`src/rtl/count_pwm_stage_pkg.sv`:
```
// Shared defaults, handshake state type and tally limit for the count-to-PWM stage.
package count_pwm_stage_pkg;

    localparam int CW_DEF = 5;
    localparam int PW_DEF = 8;

    localparam logic [PW_DEF-1:0] TALLY_MAX = {PW_DEF{1'b1}};

    typedef enum logic [0:0] {
        IDLE = 1'b0,
        PEND = 1'b1
    } hs_state_e;

endpackage

```
`src/rtl/count_wrap_detect.sv`:
```
// Detects the upstream counter rolling over by watching for a decrease in its value.
module count_wrap_detect
    import count_pwm_stage_pkg::*;
#(
    parameter int CW = CW_DEF
) (
    input  logic          clk,
    input  logic          reset,
    input  logic [CW-1:0] q_in,
    output logic          wrap
);

    logic [CW-1:0] q_prev_r;
    logic          prev_ok_r;

    // Remember last count; prev_ok_r blocks a bogus wrap on the first cycle out of reset.
    always_ff @(posedge clk or posedge reset) begin
        if (reset) begin
            q_prev_r  <= {CW{1'b0}};
            prev_ok_r <= 1'b0;
        end else begin
            q_prev_r  <= q_in;
            prev_ok_r <= 1'b1;
        end
    end

    assign wrap = prev_ok_r && (q_in < q_prev_r);

endmodule

```
`src/rtl/count_pwm_stage.sv`:
```
// Turns a free-running count into a registered PWM with wrap-synchronised duty updates,
// a wrap pulse and a saturating period tally.
module count_pwm_stage
    import count_pwm_stage_pkg::*;
#(
    parameter int CW = CW_DEF,
    parameter int PW = PW_DEF
) (
    input  logic          clk,
    input  logic          reset,
    input  logic [CW-1:0] q_in,
    input  logic [CW-1:0] duty_in,
    input  logic          duty_valid,
    output logic          duty_ready,
    input  logic          tally_clr,
    output logic          pwm_out,
    output logic          wrap_pulse,
    output logic [PW-1:0] period_tally
);

    localparam logic [PW-1:0] TALLY_SAT = {PW{1'b1}};

    hs_state_e     state_r;
    hs_state_e     state_nxt_s;
    logic [CW-1:0] pending_r;
    logic [CW-1:0] active_r;
    logic          capture_s;
    logic          apply_s;
    logic          wrap_s;

    count_wrap_detect #(.CW(CW)) u_wrap (
        .clk   (clk),
        .reset (reset),
        .q_in  (q_in),
        .wrap  (wrap_s)
    );

    // Handshake next-state: capture in IDLE, promote pending to active on a wrap in PEND.
    always_comb begin
        state_nxt_s = state_r;
        capture_s   = 1'b0;
        apply_s     = 1'b0;
        case (state_r)
            IDLE: begin
                if (duty_valid && duty_ready) begin
                    capture_s   = 1'b1;
                    state_nxt_s = PEND;
                end else begin
                    state_nxt_s = IDLE;
                end
            end
            PEND: begin
                if (wrap_s) begin
                    apply_s     = 1'b1;
                    state_nxt_s = IDLE;
                end else begin
                    state_nxt_s = PEND;
                end
            end
            default: begin
                state_nxt_s = IDLE;
            end
        endcase
    end

    // State, duty double buffer and the registered ready flag.
    always_ff @(posedge clk or posedge reset) begin
        if (reset) begin
            state_r    <= IDLE;
            pending_r  <= {CW{1'b0}};
            active_r   <= {CW{1'b0}};
            duty_ready <= 1'b1;
        end else begin
            state_r    <= state_nxt_s;
            duty_ready <= (state_nxt_s == IDLE);
            if (capture_s) begin
                pending_r <= duty_in;
            end
            if (apply_s) begin
                active_r <= pending_r;
            end
        end
    end

    // PWM compare uses the pre-update active duty, so a new duty starts one edge after the wrap.
    always_ff @(posedge clk or posedge reset) begin
        if (reset) begin
            pwm_out    <= 1'b0;
            wrap_pulse <= 1'b0;
        end else begin
            pwm_out    <= (q_in < active_r);
            wrap_pulse <= wrap_s;
        end
    end

    // Saturating wrap tally; clear wins over a coincident wrap.
    always_ff @(posedge clk or posedge reset) begin
        if (reset) begin
            period_tally <= {PW{1'b0}};
        end else if (tally_clr) begin
            period_tally <= {PW{1'b0}};
        end else if (wrap_s && (period_tally != TALLY_SAT)) begin
            period_tally <= period_tally + {{(PW-1){1'b0}}, 1'b1};
        end
    end

endmodule

```
`config.mk`:
```
export PLATFORM = sky130hd
export DESIGN_NAME = count_pwm_stage
export DESIGN_NICKNAME = d
export VERILOG_FILES = /design/src/rtl/count_pwm_stage_pkg.sv /design/src/rtl/count_wrap_detect.sv /design/src/rtl/count_pwm_stage.sv
export SDC_FILE = /design/constraint.sdc
export NUM_CORES = 1
export LEC_CHECK = 0
export CAP_MARGIN = 15
export CORE_UTILIZATION = 54
export DETAILED_ROUTE_END_ITERATION = 6
export DONT_BUFFER_PORTS = 1
export GPL_TIMING_DRIVEN = 0
export PLACE_DENSITY = 0.8
export SYNTH_ARGS = -nofsm -noshare
export SYNTH_HDL_FRONTEND = slang
export SYNTH_HIERARCHICAL = 1
export SYNTH_SLANG_ARGS = --single-unit
```
`constraint.sdc`:
```
create_clock -name clk -period 1.8 [get_ports clk]
set_input_delay 0.36 -clock clk [delete_from_list [all_inputs] [get_ports clk]]
set_output_delay 0.36 -clock clk [all_outputs]
set_load 0.01 [all_outputs]
```
==> run_results.csv, run 1 <==
group,metric,value,unit
synthesis,synthDistinctLibCells,36,
sta,fin_skew,0.00412,ns
worst_hold_path,hold_depth,0,
sta,min_period_over_period,104,%
clock_tree,clock_latency,0.33,ns
critical_path,cp_data_required_time,2.03,ns
status,violations,"setup timing",
clock_tree,cts_tree,"yes",
floorplan,start_util,59.2,%
sta,hold_violations,0,
place,routabilityCongestion,0.729,
synthesis,synth.area.top_cells,"dfrtp_1, ha_1, mux2_2, inv_1, dfstp_2",
route,dr.pass1.iters,4,
synthesis,synth-xor-area-share,0,%
route,avgRoutedWirePerCell,16.0,um
synthesis,ys_warn_count,6,
critical_path,path_max_fanout,8,
route,totalWireLength,2400,um
critical_path,start_kind,"flip-flop",
sta,worstMarginPinSlew,0.821,ns
place,io_buffers,0,
floorplan,core_area,2280,um^2
synthesis,synth_compound_area_share,10.4,%
critical_path,r2r_slack,-0.07,ns
synthesis,syn_inst,114,
clock_tree,cts_inserted_buffers,3,
route,drt_iter0_drc,12,
place,pre_cts_slack,-0.247,ns
critical_path,criticalPathCategory,"flip-flop to flip-flop",
critical_path,critPathCaptureType,"flip-flop",
layout,final_nets,146,
sta,maxSlewViolCount,0,
clock_tree,cts_buffer_depth,2,
clock_tree,htreeDepth,1,
worst_hold_path,hp-class,"primary input to flip-flop",
status,status,"finished, violations left",
synthesis,synth_top_family_by_area,"simple AND/OR/NAND/NOR gates",
global_route,grt_pass1_wl,3800,um
power_and_ir_drop,ir_drop,743,uV
sta,period_needed,1.87,ns
critical_path,r2r_cells,9,
global_route,grt_antenna_before_repair,0,
sta,slew_headroom,45.2,%
worst_hold_path,min_from,"q_in[4]",
clock_tree,cts_root_buf,"clkbuf_4",
synthesis,syn_area,1350,um^2
synthesis,synth_top_area_cell,"dfrtp_1",
layout,final_util,67.8,%
synthesis,muxShareOfSynthArea,11.1,%
synthesis,synth-simple-area-share,13.2,%
critical_path,startpoint,"u_wrap/q_prev_r[1]",
layout,drive_above_1_share,30.3,%
floorplan,fp-row-count,17,
sta,fmax,536,MHz
floorplan,die_w,51.9,um
place,dpl.hpwl,1660,um
synthesis,ys_seq_elements,28,
sta,whs,0.0330,ns
floorplan,ioPinCount,25,
route,vias,876,
global_route,grt_pass1_vias,891,
synthesis,syn-num-nets,137,
worst_hold_path,whs_endpoint,"u_wrap/q_prev_r[4]",
route,drc,0,
route,ant_nets,0,
critical_path,regToRegEndpoint,"active_r[0]",
sta,setup_viol,8,
clock_tree,clock_sinks,28,
critical_path,crit_arrival,2.10,ns
global_route,track_usage,19.9,%
synthesis,ys_seq_area_share,52.1,%
sta,rsz0062_at_grt,"true",
layout,antenna_cells,0,
route,vias_per_cell,5.84,
run,cap_violations,0,
power_and_ir_drop,p_per_area,1110,nW/um^2
critical_path,r2r-start,"u_wrap/q_prev_r[1]",
floorplan,die_h,51.9,um
clock_tree,clkTransAtPathRegs,0.15,ns
floorplan,dieArea,2700,um^2
synthesis,syn_avg_cell_area,11.8,um^2
synthesis,synthAdderAreaFrac,8.36,%
layout,area_delta_synth_final,14.6,%
sta,setup_ws,-0.0669,ns
power_and_ir_drop,finalPower,1.71,mW
global_route,grt_max_degree,23,
power_and_ir_drop,p_leak,0.718,nW
synthesis,yosys.area.top_type_share,50.2,%
global_route,grt_overflow,0,
==> layout by cell type, fill, tap and decap left out, types with 3 or more instances in the layout <==
cell / n
nor2_1: 3
dfrtp_1: 27
mux2_2: 10
inv_1: 10
inv_2: 3
a21oi_1: 4
nor3_1: 3
nand2_1: 3
nand3_1: 3
clkbuf_4: 3
ha_1: 7
==> where the power goes <==
part           switching [mW]  total [mW]  internal (mW)
registers               0.107       0.906          0.799
clock network           0.184       0.409          0.225
logic                   0.168       0.391          0.223
total                   0.458        1.71           1.25
==> Yosys cell counts (all sizes together) <==
library cell  number
a21o               2
nand4              1
ha                 9
nor2b              2
nand3              4
dfstp              1
and4               2
a31oi              4
and2               2
mux2              12
nor2               3
nor4bb             1
dfrtp             27
and3               2
mux2i              1
inv               13
o21ai              2
a311oi             1
a21boi             2
nand2b             2
nand2              5
a211oi             3
conb               1
a21oi              5
dlymetal6s2s       1
nor3               3
nand3b             1
and2b              1
and3b              1
==> cell type report <==
type	count	area (um^2)
Buffer	1	12.5
Clock buffer	3	22.5
Clock inverter	1	30.0
Fill cell	163	733
Inverter	13	48.8
Multi-Input combinational cell	72	656
Sequential cell	28	702
Tap cell	28	35.0
Timing Repair Buffer	4	36.3
==> critical path, cell delays in order, from the launching register on <==
cell,delay [ns]
dfrtp_1,0.37
inv_1,0.05
ha_1,0.27
nand2_1,0.06
o21ai_2,0.16
a31oi_4,0.17
buf_4,0.18
buf_6,0.11
nand2_4,0.08
mux2_2,0.33
==> sequential cells by signal, indices dropped and copies added (netlist names) <==
register	cells
wrap_pulse	1
u_wrap/q_prev_r	5
active_r	5
pwm_out	1
pending_r	5
period_tally	8
state_r	1
u_wrap/prev_ok_r	1
duty_ready	1
==> routing by layer <==
layer	GRT usage (%)	up-vias	part of all wire, %
li1	-	418	-
met1	20.7	430	40
met2	35.9	21	52
met3	4.39	7	5.3
met4	11.7	0	2.5
met5	0	-	0
==> cells by family (layout without fill, tap and decap cells) <==
kind of cell    Yosys count  after routing
compound gates           19             19
fa+ha+maj                 9              9
buf+inv                  14             22
flops                    28             28
mux                      13             13
other cells               1              1
simple gates             30             30
==> how the worst max path moves through the flow <==
stage                       to  slack (ns)  cells after the start
2_1_floorplan  period_tally[0]       -0.03                      7
3_3_place_gp   period_tally[0]       -0.22                      7
3_5_place_dp   period_tally[0]       -0.25                      7
4_1_cts        period_tally[5]       -0.05                      8
5_1_grt        period_tally[5]       -0.14                      8
6_report           active_r[0]       -0.07                      9
==> per-stage QoR <==
step,setup TNS (ns),instance area (um^2),cells
2_1_floorplan,-0.0539,1360,114
3_3_place_gp,-1.39,1390,142
3_5_place_dp,-1.92,1390,142
4_1_cts,-0.165,1520,149
5_1_grt,-1.23,1540,150
6_report,-0.397,1540,150
==> what timing repair did <==
action / in CTS / in global routing
hold buffers: 1 / 0
setup endpoints to repair: 12 / 12
pin swaps: 1 / 1
endpoints found under the hold margin: 6 / 0
gates resized for setup: 10 / 4
buffers inserted: 2 / 1
gates cloned: 0 / 0
No activity file was read; power rests on OpenSTA's default activity.
==> run 2, diff against run 1 <==
--- a/config.mk
+++ b/config.mk
@@ -6,11 +6,13 @@
 export NUM_CORES = 1
 export LEC_CHECK = 0
 export CAP_MARGIN = 15
-export CORE_UTILIZATION = 54
+export CELL_PAD_IN_SITES_DETAIL_PLACEMENT = 1
+export CELL_PAD_IN_SITES_GLOBAL_PLACEMENT = 2
+export CORE_UTILIZATION = 36
 export DETAILED_ROUTE_END_ITERATION = 6
 export DONT_BUFFER_PORTS = 1
 export GPL_TIMING_DRIVEN = 0
-export PLACE_DENSITY = 0.8
+export PLACE_DENSITY = 0.81
 export SYNTH_ARGS = -nofsm -noshare
 export SYNTH_HDL_FRONTEND = slang
 export SYNTH_HIERARCHICAL = 1
==> constraint.sdc (replaced) <==
create_clock -name clk -period 1.8 [get_ports clk]
set_input_delay 0.36 -clock clk [delete_from_list [all_inputs] [get_ports clk]]
set_output_delay 0.36 -clock clk [all_outputs]
set_load 0.05 [all_outputs]
==> run 2 against run 1 <==
Compared with the run above: the flow still finishes with violations (setup timing); hold slack better by 0.061 ns; clock-buffer cell count stayed put; sequential share of layout area is 3.8 points lower; final area is 9.6% higher; critical path depth stayed put; combinational power is 15% higher; maximum frequency is 1.8% lower; clock power is 24% higher; sequential power is 13% higher; register-to-register slack worse by 0.03 ns; largest cell class is now multi-input gates.
==> run_results.csv, run 2 (synthesis results as in run 1) <==
group,metric,value,unit
global_route,grt_overflow,0,
critical_path,regToRegEndpoint,"period_tally[5]",
status,status,"finished, violations left",
layout,final_common_cell,"dfrtp_1",
critical_path,slowest_stage,"dfrtp_1",
global_route,grt_antenna_before_repair,0,
critical_path,criticalPathCategory,"flip-flop to flip-flop",
power_and_ir_drop,p_per_area,1170,nW/um^2
floorplan,ioPinCount,25,
worst_hold_path,hp-class,"primary input to flip-flop",
power_and_ir_drop,p_switching,610,uW
layout,layout_common_cells,"dfrtp_1, inv_1, ha_1, mux2_2, mux2_4",
clock_tree,cts_root_buf,"clkbuf_8",
place,dpl.hpwl,2010,um
sta,worstMarginPinSlew,0.855,ns
sta,min_period_over_period,106,%
clock_tree,cts_buffer_depth,2,
sta,setup_ws,-0.101,ns
worst_hold_path,whs_endpoint,"u_wrap/q_prev_r[2]",
critical_path,path_max_fanout,6,
global_route,grt_pass1_vias,1013,
layout,regMostFlops,"period_tally",
worst_hold_path,hold_depth,0,
sta,setup_tns,-0.240,ns
critical_path,r2r_slack,-0.10,ns
global_route,grt_max_degree,23,
route,drc,0,
layout,drive_above_1_share,37.4,%
layout,largest_reg_flops,8,
route,dr.pass1.iters,4,
power_and_ir_drop,finalPower,1.98,mW
global_route,grt_pass1_wl,4760,um
clock_tree,cts_tree,"yes",
critical_path,crit_arrival,2.07,ns
floorplan,dieArea,3990,um^2
layout,antenna_cells,0,
clock_tree,clock_latency,0.28,ns
power_and_ir_drop,ir_drop,552,uV
sta,fmax,526,MHz
route,avgRoutedWirePerCell,16.6,um
route,vias_per_cell,5.23,
critical_path,cp_slowest_stage_delay,0.39,ns
floorplan,die_h,63.2,um
sta,fin_skew,0.00342,ns
place,routabilityCongestion,0.699,
sta,maxSlewViolCount,0,
floorplan,core_area,3470,um^2
critical_path,r2r_cells,9,
place,pre_cts_slack,-0.197,ns
power_and_ir_drop,switching_share,30.8,%
floorplan,fp-row-count,21,
layout,area_delta_synth_final,25.6,%
sta,hold_violations,0,
layout,fillers,367,
power_and_ir_drop,internal_power,1.37,mW
place,io_buffers,0,
clock_tree,clkTransAtPathRegs,0.10,ns
power_and_ir_drop,seqPwrFrac,51.6,%
critical_path,path_delay_family,"compound AO/OA/AOI/OAI gates",
critical_path,crit_buf_inv,2,
critical_path,r2r-start,"u_wrap/q_prev_r[2]",
floorplan,start_util,38.8,%
power_and_ir_drop,pwr-share-comb,22.8,%
global_route,track_usage,15.6,%
route,vias,884,
layout,final_nets,147,
clock_tree,cts_inserted_buffers,3,
worst_hold_path,min_from,"q_in[2]",
status,violations,"setup timing",
route,ant_nets,0,
sta,period_needed,1.90,ns
critical_path,cp_data_required_time,1.97,ns
sta,setup_viol,9,
sta,slew_headroom,42.9,%
power_and_ir_drop,clock_power_share,25.6,%
run,cap_violations,0,
layout,final_util,48.7,%
floorplan,die_w,63.2,um
critical_path,critPathCaptureType,"flip-flop",
route,drt_iter0_drc,12,
route,totalWireLength,2800,um
clock_tree,htreeDepth,1,
power_and_ir_drop,p_leak,0.751,nW
critical_path,start_kind,"flip-flop",
clock_tree,clock_sinks,28,
critical_path,crit_chain,"inv_2 -> ha_4 -> a21oi_4 -> o21ai_2 -> a31oi_4 -> buf_12 -> nand3_4 -> a211oi_4 -> mux2_4",
sta,rsz0062_at_grt,"true",
run 2: cell count changes in the layout (fill, tap and decap cells not counted), moves of 2 or more:
cell and change:
clkbuf_4 -3, clkbuf_8 +3, dfrtp_1 -2, dfrtp_2 +2
mux2_2 -4, mux2_4 +5
run 2: power groups by stage:
stage / clock network, mW / logic [mW] / registers (mW)
after floorplan: 0 / 0.322 / 0.974
after global placement: 0 / 0.362 / 1.00
after global routing: 0.544 / 0.512 / 1.04
final: 0.507 / 0.450 / 1.02
after CTS: 0.516 / 0.411 / 1.00
after detailed placement: 0 / 0.384 / 1.01
run 2: timing repair:
action                                  in CTS  in global routing
endpoints found under the hold margin        6                  0
endpoints found under the setup margin      12                 13
hold buffers                                 1                  0
pin swaps                                    5                  5
resized for setup                           15                 12
setup buffers                                3                  1
run 2: layout make-up:
class                   instances  area [um^2]  share of cell area [%]
clock inverters                 1         30.0                    1.78
inverters                      13         48.8                    2.89
repair buffers                  5         56.3                    3.33
flip-flops and latches         28          704                    41.7
multi-input cells              72          739                    43.7
plain buffers                   1         12.5                   0.740
clock buffers                   3         41.3                    2.44
well taps                      46         57.6                    3.40
run 2: metal layers:
metal	vias up	GRT usage, %	wire (um)	part of all wire, %
met4	0	6.10	42	1.5
met3	5	3.08	94	3.4
met2	19	26.9	1430	51
li1	415	-	-	-
met1	445	19.0	1240	44
met5	-	0	0	0
run 2: stage by stage:
stage,instance area (um^2),hold WS [ns],instances
final,1690,0.0937,169
after global placement,1450,0.174,160
after floorplan,1400,0.151,114
after global routing,1690,0.0738,169
after detailed placement,1450,0.174,160
after CTS,1620,0.0869,168
run 2: worst max-delay path by stage:
stage                  startpoint              end  slack (ns)  cells past startpoint
2_1_floorplan  u_wrap/q_prev_r[2]  period_tally[5]        0.01                      8
3_3_place_gp   u_wrap/q_prev_r[2]  period_tally[5]       -0.14                      8
3_5_place_dp   u_wrap/q_prev_r[2]  period_tally[5]       -0.20                      8
4_1_cts        u_wrap/q_prev_r[2]  period_tally[5]       -0.13                      9
5_1_grt        u_wrap/q_prev_r[2]  period_tally[5]       -0.21                      9
6_report       u_wrap/q_prev_r[2]  period_tally[5]       -0.10                      9
